===== config.mk =====
export PLATFORM = sky130hd
export DESIGN_NAME = mux4_rr_arbiter
export DESIGN_NICKNAME = d
export VERILOG_FILES = /design/src/rtl/mux_arb_pkg.sv /design/src/rtl/rr_pick4.sv /design/src/rtl/mux_arb_top.sv
export SDC_FILE = /design/constraint.sdc
export NUM_CORES = 1
export LEC_CHECK = 0
export BUFFER_PORTS_ARGS = -buffer_cell sky130_fd_sc_hd__buf_2
export CAP_MARGIN = 20
export CORE_MARGIN = 1.5
export CORE_UTILIZATION = 40
export DETAILED_ROUTE_END_ITERATION = 6
export MAX_ROUTING_LAYER = met4
export SYNTH_ARGS = -nofsm -noshare
export SYNTH_HDL_FRONTEND = slang
export SYNTH_SLANG_ARGS = --single-unit
export TNS_END_PERCENT = 5

===== constraint.sdc =====
create_clock -name clk -period 4.6 [get_ports clk]
set_input_delay 0.46 -clock clk [delete_from_list [all_inputs] [get_ports clk]]
set_output_delay 0.46 -clock clk [all_outputs]
set_load 0.02 [all_outputs]

===== src/rtl/mux_arb_pkg.sv =====
// mux_arb_pkg: shared constants, state encoding and helpers for the 4-way round-robin mux arbiter
package mux_arb_pkg;
    localparam int N_REQ = 4;
    localparam int SEL_W = 2;
    localparam logic ST_IDLE  = 1'b0;
    localparam logic ST_GRANT = 1'b1;

    function automatic logic [N_REQ-1:0] onehot(input logic [SEL_W-1:0] sel);
        return N_REQ'(1) << sel;
    endfunction

    function automatic logic [N_REQ-1:0] rotr(input logic [N_REQ-1:0] v, input logic [SEL_W-1:0] sh);
        logic [2*N_REQ-1:0] t;
        t = {v, v} >> sh;
        return t[N_REQ-1:0];
    endfunction
endpackage


===== src/rtl/rr_pick4.sv =====
// rr_pick4: combinational round-robin winner search starting just after last
module rr_pick4
    import mux_arb_pkg::*;
(
    input  logic [N_REQ-1:0] req,
    input  logic [SEL_W-1:0] last,
    output logic             any,
    output logic [SEL_W-1:0] win
);
    logic [SEL_W-1:0] start;
    logic [N_REQ-1:0] rot;
    logic [SEL_W-1:0] off;
    always_comb begin
        start = last + 2'd1;
        rot   = rotr(req, start);
        off   = rot[0] ? 2'd0 : rot[1] ? 2'd1 : rot[2] ? 2'd2 : 2'd3;
        win   = start + off;
        any   = |req;
    end
endmodule


===== src/rtl/mux_arb_top.sv =====
// mux4_rr_arbiter: round-robin owner of a shared 4:1 mux with bounded hold and registered data
module mux4_rr_arbiter
    import mux_arb_pkg::*;
#(
    parameter int MAX_HOLD = 8
) (
    input  logic       clk,
    input  logic       rst,
    input  logic [3:0] req,
    input  logic       i0,
    input  logic       i1,
    input  logic       i2,
    input  logic       i3,
    output logic       s1,
    output logic       s2,
    output logic [3:0] gnt,
    output logic       d,
    output logic       d_valid
);
    localparam int HW = $clog2(MAX_HOLD) + 1;
    logic             state;
    logic [SEL_W-1:0] last;
    logic [HW-1:0]    hold_cnt;
    logic [N_REQ-1:0] data, others, pick_req;
    logic             any, owner_req, sat;
    logic [SEL_W-1:0] win;
    assign data      = {i3, i2, i1, i0};
    assign others    = req & ~gnt;
    assign pick_req  = (state == ST_GRANT) ? others : req;
    assign owner_req = |(req & gnt);
    assign sat       = hold_cnt == HW'(MAX_HOLD - 1);
    rr_pick4 u_pick (
        .req  (pick_req),
        .last (last),
        .any  (any),
        .win  (win)
    );
    // In GRANT, any/win describe competitors only, so one hand-off path covers release and rotation
    always_ff @(posedge clk or posedge rst) begin
        if (rst) begin
            state    <= ST_IDLE;
            gnt      <= '0;
            {s1, s2} <= '0;
            last     <= 2'd3;
            hold_cnt <= '0;
            d        <= 1'b0;
            d_valid  <= 1'b0;
        end else begin
            d       <= data[{s1, s2}];
            d_valid <= |gnt;
            if (any && (state == ST_IDLE || !owner_req || sat)) begin
                state    <= ST_GRANT;
                gnt      <= onehot(win);
                {s1, s2} <= win;
                last     <= win;
                hold_cnt <= '0;
            end else if (state == ST_GRANT && !owner_req) begin
                state <= ST_IDLE;
                gnt   <= '0;
            end else if (state == ST_GRANT && !sat) begin
                hold_cnt <= hold_cnt + HW'(1);
            end
        end
    end
endmodule

# --- Yosys cells after proc, flatten, opt, wreduce, memory -nomap -nowiden ---
# Index checks and enable logic that the tools add are counted.
word_totals:
  ff_bits: 15
  latch_bits: 0
  mem_bits_rw: 0
  mem_bits_ro: 0
  in_bits: 10
  out_inout_bits: 8
  elab_cells: 46
  n_memories: 0
classes:
  add_sub_neg: 3
  n_mul: 0
  div_mod_pow: 0
  order_cmp: 1
  eq_ne: 2
  shifts: 2
  n_mux: 13
  n_bitwise: 4
  reduce_logical: 13
op_table:
  columns: ["op", "n"]
  rows:
  - ["$mux 4", 6]
  - ["$reduce_or 4->1", 3]
  - ["$and 4x4->4", 2]
  - ["$shr 8x2->3", 1]
  - ["$add 4x1->4 const B", 1]
  - ["$eq 4x3->1 const B", 1]
  - ["$mux 1", 4]
  - ["$mux 2", 2]
  - ["$not 4->4", 1]
  - ["$reduce_bool 2->1", 2]
  - ["$shl 1x2->4 const A", 1]
  - ["$logic_and 1x1->1", 3]
  - ["$lt 2x3->1 const B", 1]
  - ["$add 2x1->2 const B", 1]
  - ["$add 2x2->2", 1]
  - ["$bmux 1 s2", 1]
  - ["$logic_not 1->1", 2]
  - ["$logic_or 1x1->1", 2]
  - ["$ne 2x2->1 const B", 1]
  - ["$reduce_and 2->1", 1]
  - ["$not 1->1", 1]

# --- Longest topological paths before layout ---
# Gate-level depths: netlist (run 1).
logic_depth:
  word_depth: 10
  ltp_mapped: 9
  mapped_depth_nobuf: 8

# --- Cells and area by module ---
# Synthesis (run 1) repeated with hierarchy kept, for this count alone.
unflattened:
  hier_cells: 86
  area_unflattened_um2: 898.4
modules_own_cells:
  columns: ["mod", "instances", "cells_each", "area_each_um2", "seq_area_each_um2"]
  rows:
  - ["mux4_rr_arbiter", 1, 63, 739.5, 377.9]
  - ["rr_pick4", 1, 23, 158.9, 0.0]

# --- Worst setup path before layout (run 1) ---
# Ideal clock, no wire load.
synth_timing:
  path_kind: "register -> register"
  start: "reg state"
  end: "reg s1"
  setup_ns: 0.125
  t_arrival_ns: 1.954
  t_required_ns: 4.475
  path_slack_ns: 2.521
  stages_incl_launch_ff: 10
  path_buffers: 1
  synth_period_minus_slack_ns: 2.079
  cell_sequence: "dfrtp_1 > buf_6 > a21boi_1 > inv_1 > or3_1 > a21oi_1 > a311o_1 > ha_1 > xnor2_2 > mux2_4"
synth_via:
  elab_chain_len: 6
  word_cells_on_any_way: 11
  cone_classes: "add/sub: 1; shift: 1; mux: 4; bitwise: 1; reduce/logical: 4"
synth_rtl:
  columns: ["item", "line_no", "text"]
  rows:
  - ["start, declared", "mux_arb_top.sv:21", "logic state;"]
  - ["start signal, assigned", "mux_arb_top.sv:41", "state <= ST_IDLE;"]
  - ["start signal, assigned", "mux_arb_top.sv:52", "state <= ST_GRANT;"]
  - ["start signal, assigned", "mux_arb_top.sv:58", "state <= ST_IDLE;"]
  - ["$mux 4", "mux_arb_top.sv:29", "assign pick_req = (state == ST_GRANT) ? others : req;"]
  - ["$shr 8x2->3", "mux_arb_pkg.sv:14", "t = {v, v} >> sh;"]
  - ["$mux 1", "rr_pick4.sv:16", "off = rot[0] ? 2'd0 : rot[1] ? 2'd1 : rot[2] ? 2'd2 : 2'd3;"]
  - ["$mux 2 (2 in series)", "rr_pick4.sv:16", null]
  - ["$add 2x2->2", "rr_pick4.sv:17", "win = start + off;"]
  - ["end signal, assigned", "mux_arb_top.sv:54", "{s1, s2} <= win;"]
  - ["end, declared", "mux_arb_top.sv:14", "output logic s1,"]
# Several ways; a longest one is shown, not always the timed one.
# A chain may end at the register's enable or synchronous reset.

# --- Worst setup path in the final report (run 1) ---
# Same ends and word-level chain as after synthesis.

==> impl_metrics.toml, run 1 <==
[outcome]
status = "completed"

[yosys]
ys.flop_type = "dfrtp_1"
synth_edf_count = 0
yosys_warnings = 0
netlist_area_um2 = 903
yosys-top-cells-area = "dfrtp_1 (36%), dfstp_2 (5.8%), a22o_1 (3.9%), a32o_1 (3.3%), mux2_4 (3.3%)"
yosys.area.top_type = "dfrtp_1"
avgSynthCellArea_um2 = 10.9
synth_top_area_share_pct = 36.0
syn_nets = 95
synthDistinctLibCells = 42
synthArstFlopShare_pct = 100
ys_ff_latch = 15
yosysSeqAreaShare_pct = 41.8
netlist_instances = 83

[floorplanning]
fp.dieW_um = 50.5
die-area_mm2 = 0.00255
core-area_mm2 = 0.00217
ioPinCount = 18
fp.dieH_um = 50.5
start_util_pct = 41.6
num_rows = 17

[job]
max_cap_violations = 0

[finish]
antenna_cells = 0
syn_to_final_growth_pct = 14.5
fillers = 215
drive_above_1_share_pct = 31.4
nNetsFinal = 115

[grt]
antenna_found_initial = 0
grt-ovfl-total = 0
track_usage_pct = 16.5
grt_pass1_vias = 647
grt_start_max_net_pins = 16
grt_pass1_wl_um = 3030

[setup_path]
cp_cell_sequence = "a21boi_1 -> inv_1 -> or3_1 -> a21oi_1 -> a311o_1 -> ha_1 -> xnor2_2 -> mux2_4"
critPathMaxFanout = 9
critPathMaxStageDelay_ns = 0.49
worstPathArrival_ns = 2.40
critPathRequiredTime_ns = 4.78
critPathKind = "reg -> reg"
end_kind = "register"
cp-start-kind = "register"
slowest_stage = "dfrtp_1"

[routing]
first_iter_violations = 12
firstDrtPassIters = 4
drc = 0
wl_um = 1860
post_drt_wl_per_cell_um = 14.3
via_per_inst = 5.32
drt.antenna.violating_nets = 0
vias = 691

[clocking]
h-tree-depth = 1
ctsResizeCount = 0
cts_buffer_depth = 2
clock_latency_ns = 0.28
cts_buffers = 3
post_cts_buffers = 0
clk_pin_slew_ns = 0.10
root_buffer = "clkbuf_4"
clkSinkCount = 15
cts_hold_buf = 0
cts_tree = "built"

[timing]
slew_viol_final = 0
setup_viol = 0
tns_ns = 0
fin_crit_ns = 2.22
worst_slew_pin_slew_ns = 0.570
rsz0062_at_grt = "false"
period_share_pct = 48.3
max_freq_ghz = 0.450
maxSlewHeadroom_pct = 62.0
hold_viol_final = 0
finalClockSkew_ns = 0.00321

[power_and_ir_drop]
p_sw_mw = 0.343
power.density_mw_per_mm2 = 757
power_frac_clock_pct = 9.9
power.total_mw = 0.783
swShare_pct = 43.8
ir_drop_mv = 0.393
comb_power_share_pct = 57.4
p_int_mw = 0.440
p_seq_share_pct = 32.7
p_leak_nw = 0.488

[placement]
finalWeightedCongestion = 0.818
place.detailed.hpwl_um = 1420
port_buffers = 17

[min_path]
hp-class = "in -> async"
## synth_stat cells, types with 2 or more instances
master / count
nor2_1: 6
a22o_1: 4
a32o_1: 3
inv_1: 7
mux2_4: 2
o21ai_1: 3
nand2b_1: 4
nand2_1: 2
dfrtp_1: 13
ha_1: 2
dfstp_2: 2
a21oi_1: 3
nand3_1: 3
## through the flow
stage | setup WS (ns) | area (um^2) | cells | hold WS, ns | utilization (%)
floorplan | 2.52 | 903 | 83 | 0.360 | -
global placement | 2.36 | 1010 | 126 | 0.520 | 46.4
detailed placement | 2.33 | 1010 | 126 | 0.530 | 46.4
CTS | 2.38 | 1030 | 130 | 0.228 | 47.7
global route | 2.23 | 1030 | 130 | 0.260 | 47.7
finish | 2.38 | 1030 | 130 | 0.212 | 47.7
## sequential cells by signal (all words and copies together) (netlist names)
| signal | cells |
|---|---|
| last | 2 |
| d_valid | 1 |
| s2 | 1 |
| gnt | 4 |
| state | 1 |
| hold_cnt | 4 |
| d | 1 |
| s1 | 1 |
## critical path: cells and delay by family, from the launching register on
family          cells  cell delay, ns
compound gates      3            0.54
xor+xnor            1            0.13
fa+ha+maj           1            0.22
buf+inv             1            0.12
flops               1            0.49
mux                 1            0.27
simple gates        1            0.35
## worst paths after layout
check	from	endpoint	slack, ns	depth (start not counted)
worst max-delay path	state	s1	2.38	8
worst min-delay path	rst	hold_cnt[1]	0.21	2
worst max register to register	state	s1	2.38	8
worst min register to register	hold_cnt[1]	hold_cnt[1]	0.55	1
max in group asynchronous	rst	last[0]	4.01	2
min in group clk	i2	d	0.49	2
## power by group through the flow
stage,Combinational [mW],Clock (mW),Sequential (mW)
5_1_grt,0.489,0.0877,0.268
4_1_cts,0.454,0.0810,0.257
3_5_place_dp,0.453,0,0.259
2_1_floorplan,0.331,0,0.280
6_report,0.449,0.0775,0.256
3_3_place_gp,0.442,0,0.258
## kinds of logic after synthesis
group	synth area share, %
and+or+nand+nor	12.9
DFF	41.8
xor gates and xnor gates	3.74
AOI/OAI and AO/OA	27.0
buffers and inverters	4.71
muxes	7.06
adders and majority gates	2.77
## per-layer routing
| metal | up-vias | part of all wire, % | global-route usage, % |
|---|---|---|---|
| li1 | 351 | - | - |
| met1 | 335 | 47 | 21.4 |
| met2 | 5 | 51 | 25.7 |
| met3 | 0 | 2.1 | 4.46 |
| met4 | 0 | 0 | 4.05 |
| met5 | - | 0 | - |
## layout by cell type, fill, tap and decap left out, drive strengths merged, types with 2 or more instances in the layout
cell and n:
dfrtp 13, clkbuf 3, nand2 2, a21oi 3
o2bb2ai 2, xnor2 2, a21bo 2, buf 17
inv 7, a21boi 3, nor2 6, dfstp 2
mux2 3, a22o 4, a32o 3, nand3 3
nand2b 4, o21ai 4, ha 2
## final cells by class
class                           instances  area, um^2  area share [%]
Multi-Input combinational cell         59         483            46.7
Sequential cell                        15         378            36.5
Timing Repair Buffer                   17        85.1            8.22
Tap cell                               28        35.0            3.39
Inverter                                7        26.3            2.54
Clock buffer                            3        22.5            2.18
Clock inverter                          1        5.00           0.484
Note: power is estimated with default switching activity, not from simulation.
==> run 2, diff against run 1 <==
Settings changed: ABC_AREA set to 1.
Clock period 4.6 ns to 1.9 ns, I/O delays scaled along.
==> impl_metrics.toml, run 2 <==
[outcome]
status = "completed"

[finish]
fillers = 234
antenna_cells = 0
layout_common_cells = "nand2_1 (36), nand3_1 (19), buf_2 (17)"
final_common_cell = "nand2_1"
top_regs = "gnt: 4 flops, hold_cnt: 4 flops, last: 2 flops"
nNetsFinal = 161
syn_to_final_growth_pct = 21.0
multi_input_area_um2 = 558
ff_latch_area_um2 = 378
drive_above_1_share_pct = 35.1

[grt]
grt_start_max_net_pins = 16
grt_pass1_wl_um = 3560
grt_pass1_vias = 823
grt-ovfl-total = 0
track_usage_pct = 18.3
antenna_found_initial = 0

[routing]
first_iter_violations = 18
drt.antenna.violating_nets = 0
via_per_inst = 5.19
wl_um = 2260
firstDrtPassIters = 4
vias = 913
post_drt_wl_per_cell_um = 12.8
drc = 0

[clocking]
cts_buffer_depth = 2
h-tree-depth = 1
clkSinkCount = 15
cts_tree = "built"
clock_latency_ns = 0.29
root_buffer = "clkbuf_4"
clk_pin_slew_ns = 0.09
cts_buffers = 3

[placement]
finalWeightedCongestion = 0.840
port_buffers = 17
place.detailed.hpwl_um = 1660

[floorplanning]
core-area_mm2 = 0.00225
ioPinCount = 18
fp.dieW_um = 52.1
fp.dieH_um = 52.1
start_util_pct = 42.8
num_rows = 17
die-area_mm2 = 0.00272

[setup_path]
slowest_stage = "dfstp_2"
reg2reg_from = "last[0]"
critPathRequiredTime_ns = 2.13
worstRegToRegCells = 12
end_kind = "register"
r2r-end = "gnt[1]"
regToRegSetupSlack_ns = 0.1
cp_cell_sequence = "inv_4 -> nand2_4 -> nand2_4 -> nand3_2 -> o21ai_2 -> nand3_1 -> nand2_2 -> ha_4 -> inv_1 -> nor2_1 -> nand3_1 -> nand2_1"
worstPathArrival_ns = 2.03
critPathMaxFanout = 6
critPathKind = "reg -> reg"
startpoint = "last[0]"
cp-start-kind = "register"
critPathMaxStageDelay_ns = 0.61

[timing]
holdWs_ns = 0.142
period_share_pct = 94.9
slew_viol_final = 0
worst_slew_pin_slew_ns = 0.548
fin_crit_ns = 1.80
hold_viol_final = 0
max_freq_ghz = 0.554
maxSlewHeadroom_pct = 63.4
setup_viol = 0
finalClockSkew_ns = 0.00222
tns_ns = 0

[yosys]
ys_ff_latch = 15
synth_top_area_share_pct = 33.7
syn_nets = 136
netlist_instances = 124
synth.most_common_cell = "nand2_1"
netlist_area_um2 = 966
avgSynthCellArea_um2 = 7.79
synthArstFlopShare_pct = 100
yosysSeqAreaShare_pct = 39.1
yosys-top-cells-count = "nand2_1 (38), nand3_1 (20), dfrtp_1 (13)"
yosys_warnings = 0
synth_edf_count = 0
synthDistinctLibCells = 23
ys.flop_type = "dfrtp_1"
yosys.area.top_type = "dfrtp_1"
yosys-top-cells-area = "dfrtp_1 (34%), nand2_1 (15%), nand3_1 (10%), nand2_4 (7.0%), dfstp_2 (5.4%)"

[power_and_ir_drop]
power.density_mw_per_mm2 = 2000
ir_drop_mv = 0.912
p_leak_nw = 0.627

[min_path]
hold_depth = 3
hold_end = "d"
hp-start = "i0"
hp-class = "in -> reg"

[job]
max_cap_violations = 0
run 2: cell count changes after synthesis, moves of 5 or more:
| cell | delta |
|---|---|
| nand2_2 | +5 |
| nand2_4 | +6 |
| nand2_1 | +36 |
| nand3_1 | +17 |
run 2: final cells by class:
cell class | count | share of cell area [%]
flip-flops and latches | 15 | 32.3
multi-input cells | 95 | 47.8
clock buffers | 3 | 1.93
inverters | 14 | 5.14
well taps | 28 | 3.00
repair buffers | 20 | 9.42
clock inverters | 1 | 0.428
run 2: kinds of logic (layout without fill, tap and decap cells):
logic type,count (synthesis),in the layout,share of synthesized area (%)
buffers and inverters,14,38,5.96
AO/OA/AOI/OAI,11,11,7.64
flip-flops,15,15,39.1
AND/OR/NAND/NOR,82,82,44.7
adder cells (fa/ha/maj),2,2,2.59
run 2: what timing repair did:
item | 4_1_cts | 5_1_grt
gates resized for setup | 0 | 6
hold buffers | 1 | 0
hold endpoints to repair | 13 | 0
buffers inserted | 0 | 2
setup endpoints to repair | 0 | 8
run 2: critical path, delay by kind of cell (launching register included):
| family | cells | cell delay [ns] |
|---|---|---|
| compound gates | 1 | 0.07 |
| simple gates | 8 | 0.67 |
| flops | 1 | 0.61 |
| fa+ha+maj | 1 | 0.28 |
| buf+inv | 2 | 0.12 |
run 2: through the flow:
stage	util, %	power (mW)	setup WS (ns)	std cells	instance area, um^2
2_1_floorplan	-	1.68	0.214	124	966
3_3_place_gp	48.2	1.95	0.0925	169	1090
3_5_place_dp	48.2	1.97	0.0343	169	1090
4_1_cts	49.8	2.16	0.0200	174	1120
5_1_grt	51.8	2.56	-0.00861	176	1170
6_report	51.8	2.33	0.0964	176	1170
run 2: worst max path at each step:
stage / to / slack [ns] / depth (start not counted)
floorplan: gnt[0] / 0.21 / 11
detailed placement: gnt[2] / 0.03 / 11
CTS: gnt[0] / 0.02 / 11
global placement: gnt[2] / 0.09 / 11
global route: gnt[1] / -0.009 / 12
finish: gnt[1] / 0.1 / 12
run 2: routing by layer:
layer  share of wire [%]  global-route usage (%)
met1                  47                    23.3
met2                  46                    29.1
met3                 5.4                    6.03
met4                 1.3                    2.56
met5                   0                       -
run 2: power breakdown:
group          total, mW  internal [mW]  switching [mW]
combinational       1.56          0.578           0.979
clock              0.184         0.0783           0.106
sequential         0.591          0.468           0.123
total               2.33           1.12            1.21
==> run 3, diff against run 2 <==
Settings changed: ABC_AREA 1 to not set.
==> impl_metrics.toml, run 3 (same netlist as run 1, synthesis figures left out) <==
[routing]
via_per_inst = 5.26
drc = 0
drt.antenna.violating_nets = 0
firstDrtPassIters = 6
post_drt_wl_per_cell_um = 13.5
first_iter_violations = 13
wl_um = 2000
vias = 778

[timing]
period_share_pct = 104
slew_viol_final = 0
setup_slack_ns = -0.0847
worst_slew_pin_slew_ns = 0.559
max_freq_ghz = 0.504
hold_viol_final = 0
fin_crit_ns = 1.98
tns_ns = -0.291
finalClockSkew_ns = 0.00380
maxSlewHeadroom_pct = 62.7
rsz0062_at_grt = "true"
setup_viol = 5

[floorplanning]
core-area_mm2 = 0.00217
num_rows = 17
ioPinCount = 18
fp.dieH_um = 50.5
fp.dieW_um = 50.5
start_util_pct = 41.6
die-area_mm2 = 0.00255

[clocking]
cts_tree = "built"
post_cts_buffers = 0
h-tree-depth = 1
clkSinkCount = 15
cts_buffer_depth = 2
cts_buffers = 3
clock_latency_ns = 0.28
root_buffer = "clkbuf_4"
clk_pin_slew_ns = 0.09

[placement]
finalWeightedCongestion = 0.822
port_buffers = 17
place.detailed.hpwl_um = 1590
place_inst = 143
placed_cell_area_mm2 = 0.00115

[power_and_ir_drop]
power.total_mw = 2.25
p_leak_nw = 0.577
power.density_mw_per_mm2 = 1830
ir_drop_mv = 0.967

[setup_path]
cp-start-kind = "register"
critPathMaxFanout = 6
critPathKind = "reg -> reg"
worstPathArrival_ns = 2.16
critPathRequiredTime_ns = 2.07
end_kind = "register"

[finish]
final_area_mm2 = 0.00123
syn_to_final_growth_pct = 36.1
layout_common_cells = "buf_2 (17), buf_4 (17), dfrtp_1 (10)"
drive_above_1_share_pct = 48.3
nNetsFinal = 133
top_regs = "gnt: 4 flops, hold_cnt: 4 flops, last: 2 flops"
final_cells = 148
antenna_cells = 0

[grt]
grt_start_max_net_pins = 16
antenna_found_initial = 0
track_usage_pct = 18.2
grt-ovfl-total = 0
grt_pass1_vias = 787
grt_pass1_wl_um = 3520

[outcome]
violations = "setup timing"
status = "finished with violations"

[job]
max_cap_violations = 0

[min_path]
hp-class = "in -> reg"
-- run 3: cell count changes in the layout (fill, tap and decap cells not counted), moves of 4 or more --
cell / before / now
nand2_1: 36 / 2
nand2_2: 7 / 0
nand3_1: 19 / 2
nand2_4: 6 / 0
inv_1: 11 / 6
a22o_1: 0 / 4
nand2b_1: 0 / 4
buf_4: 2 / 17
nand3_2: 5 / 1
-- run 3: final cells by class --
class                   instances  area (um^2)
fillers                       201          940
multi-input cells              59          534
well taps                      28         35.0
clock inverters                 1         7.51
repair buffers                 35          223
clock buffers                   3         22.5
inverters                       7         26.3
flip-flops and latches         15          382
-- run 3: layer usage --
metal  track usage, %  part of all wire (%)  vias to the layer above
met4             2.70                  0.30                        0
met5                -                     0                        -
li1                 -                     -                      388
met1             21.8                    44                      384
met2             33.1                    55                        4
met3             2.68                   1.3                        2
-- run 3: power breakdown --
group / internal (mW) / total [mW] / switching, mW
logic: 0.775 / 1.49 / 0.716
clock network: 0.0798 / 0.184 / 0.104
registers: 0.476 / 0.577 / 0.100
total: 1.33 / 2.25 / 0.921
-- run 3: through the flow --
stage	utilization [%]	setup WS, ns	hold WS [ns]
global route	56.7	-0.157	0.208
CTS	55.9	-0.0814	0.217
detailed placement	53.0	-0.0984	0.269
floorplan	-	-0.0511	0.0900
global placement	53.0	-0.0513	0.265
finish	56.7	-0.0847	0.220
-- run 3: critical path, stage by stage, from the launching register on --
cell and delay, ns:
dfrtp_2 0.47, a21boi_4 0.16, inv_2 0.05, or3_1 0.34
a21oi_1 0.13, a311o_1 0.17, ha_4 0.18, xnor2_4 0.09
mux2_4 0.28
-- run 3: path summary, 6_finish.rpt --
kind,startpoint,end,slack [ns],cells after the start
worst max-delay path,state,s1,-0.08,8
worst min-delay path,i2,d,0.22,2
worst max register to register,state,s1,-0.08,8
worst min register to register,hold_cnt[1],hold_cnt[1],0.54,1
max in group asynchronous,rst,state,1.01,3
min in group asynchronous,rst,s2,0.49,3
-- run 3: repair_timing --
item | in CTS | in global routing
endpoints found under the hold margin | 13 | 0
setup endpoints to repair | 7 | 7
hold buffers | 1 | 0
pin swaps | 3 | 3
resized for setup | 3 | 5
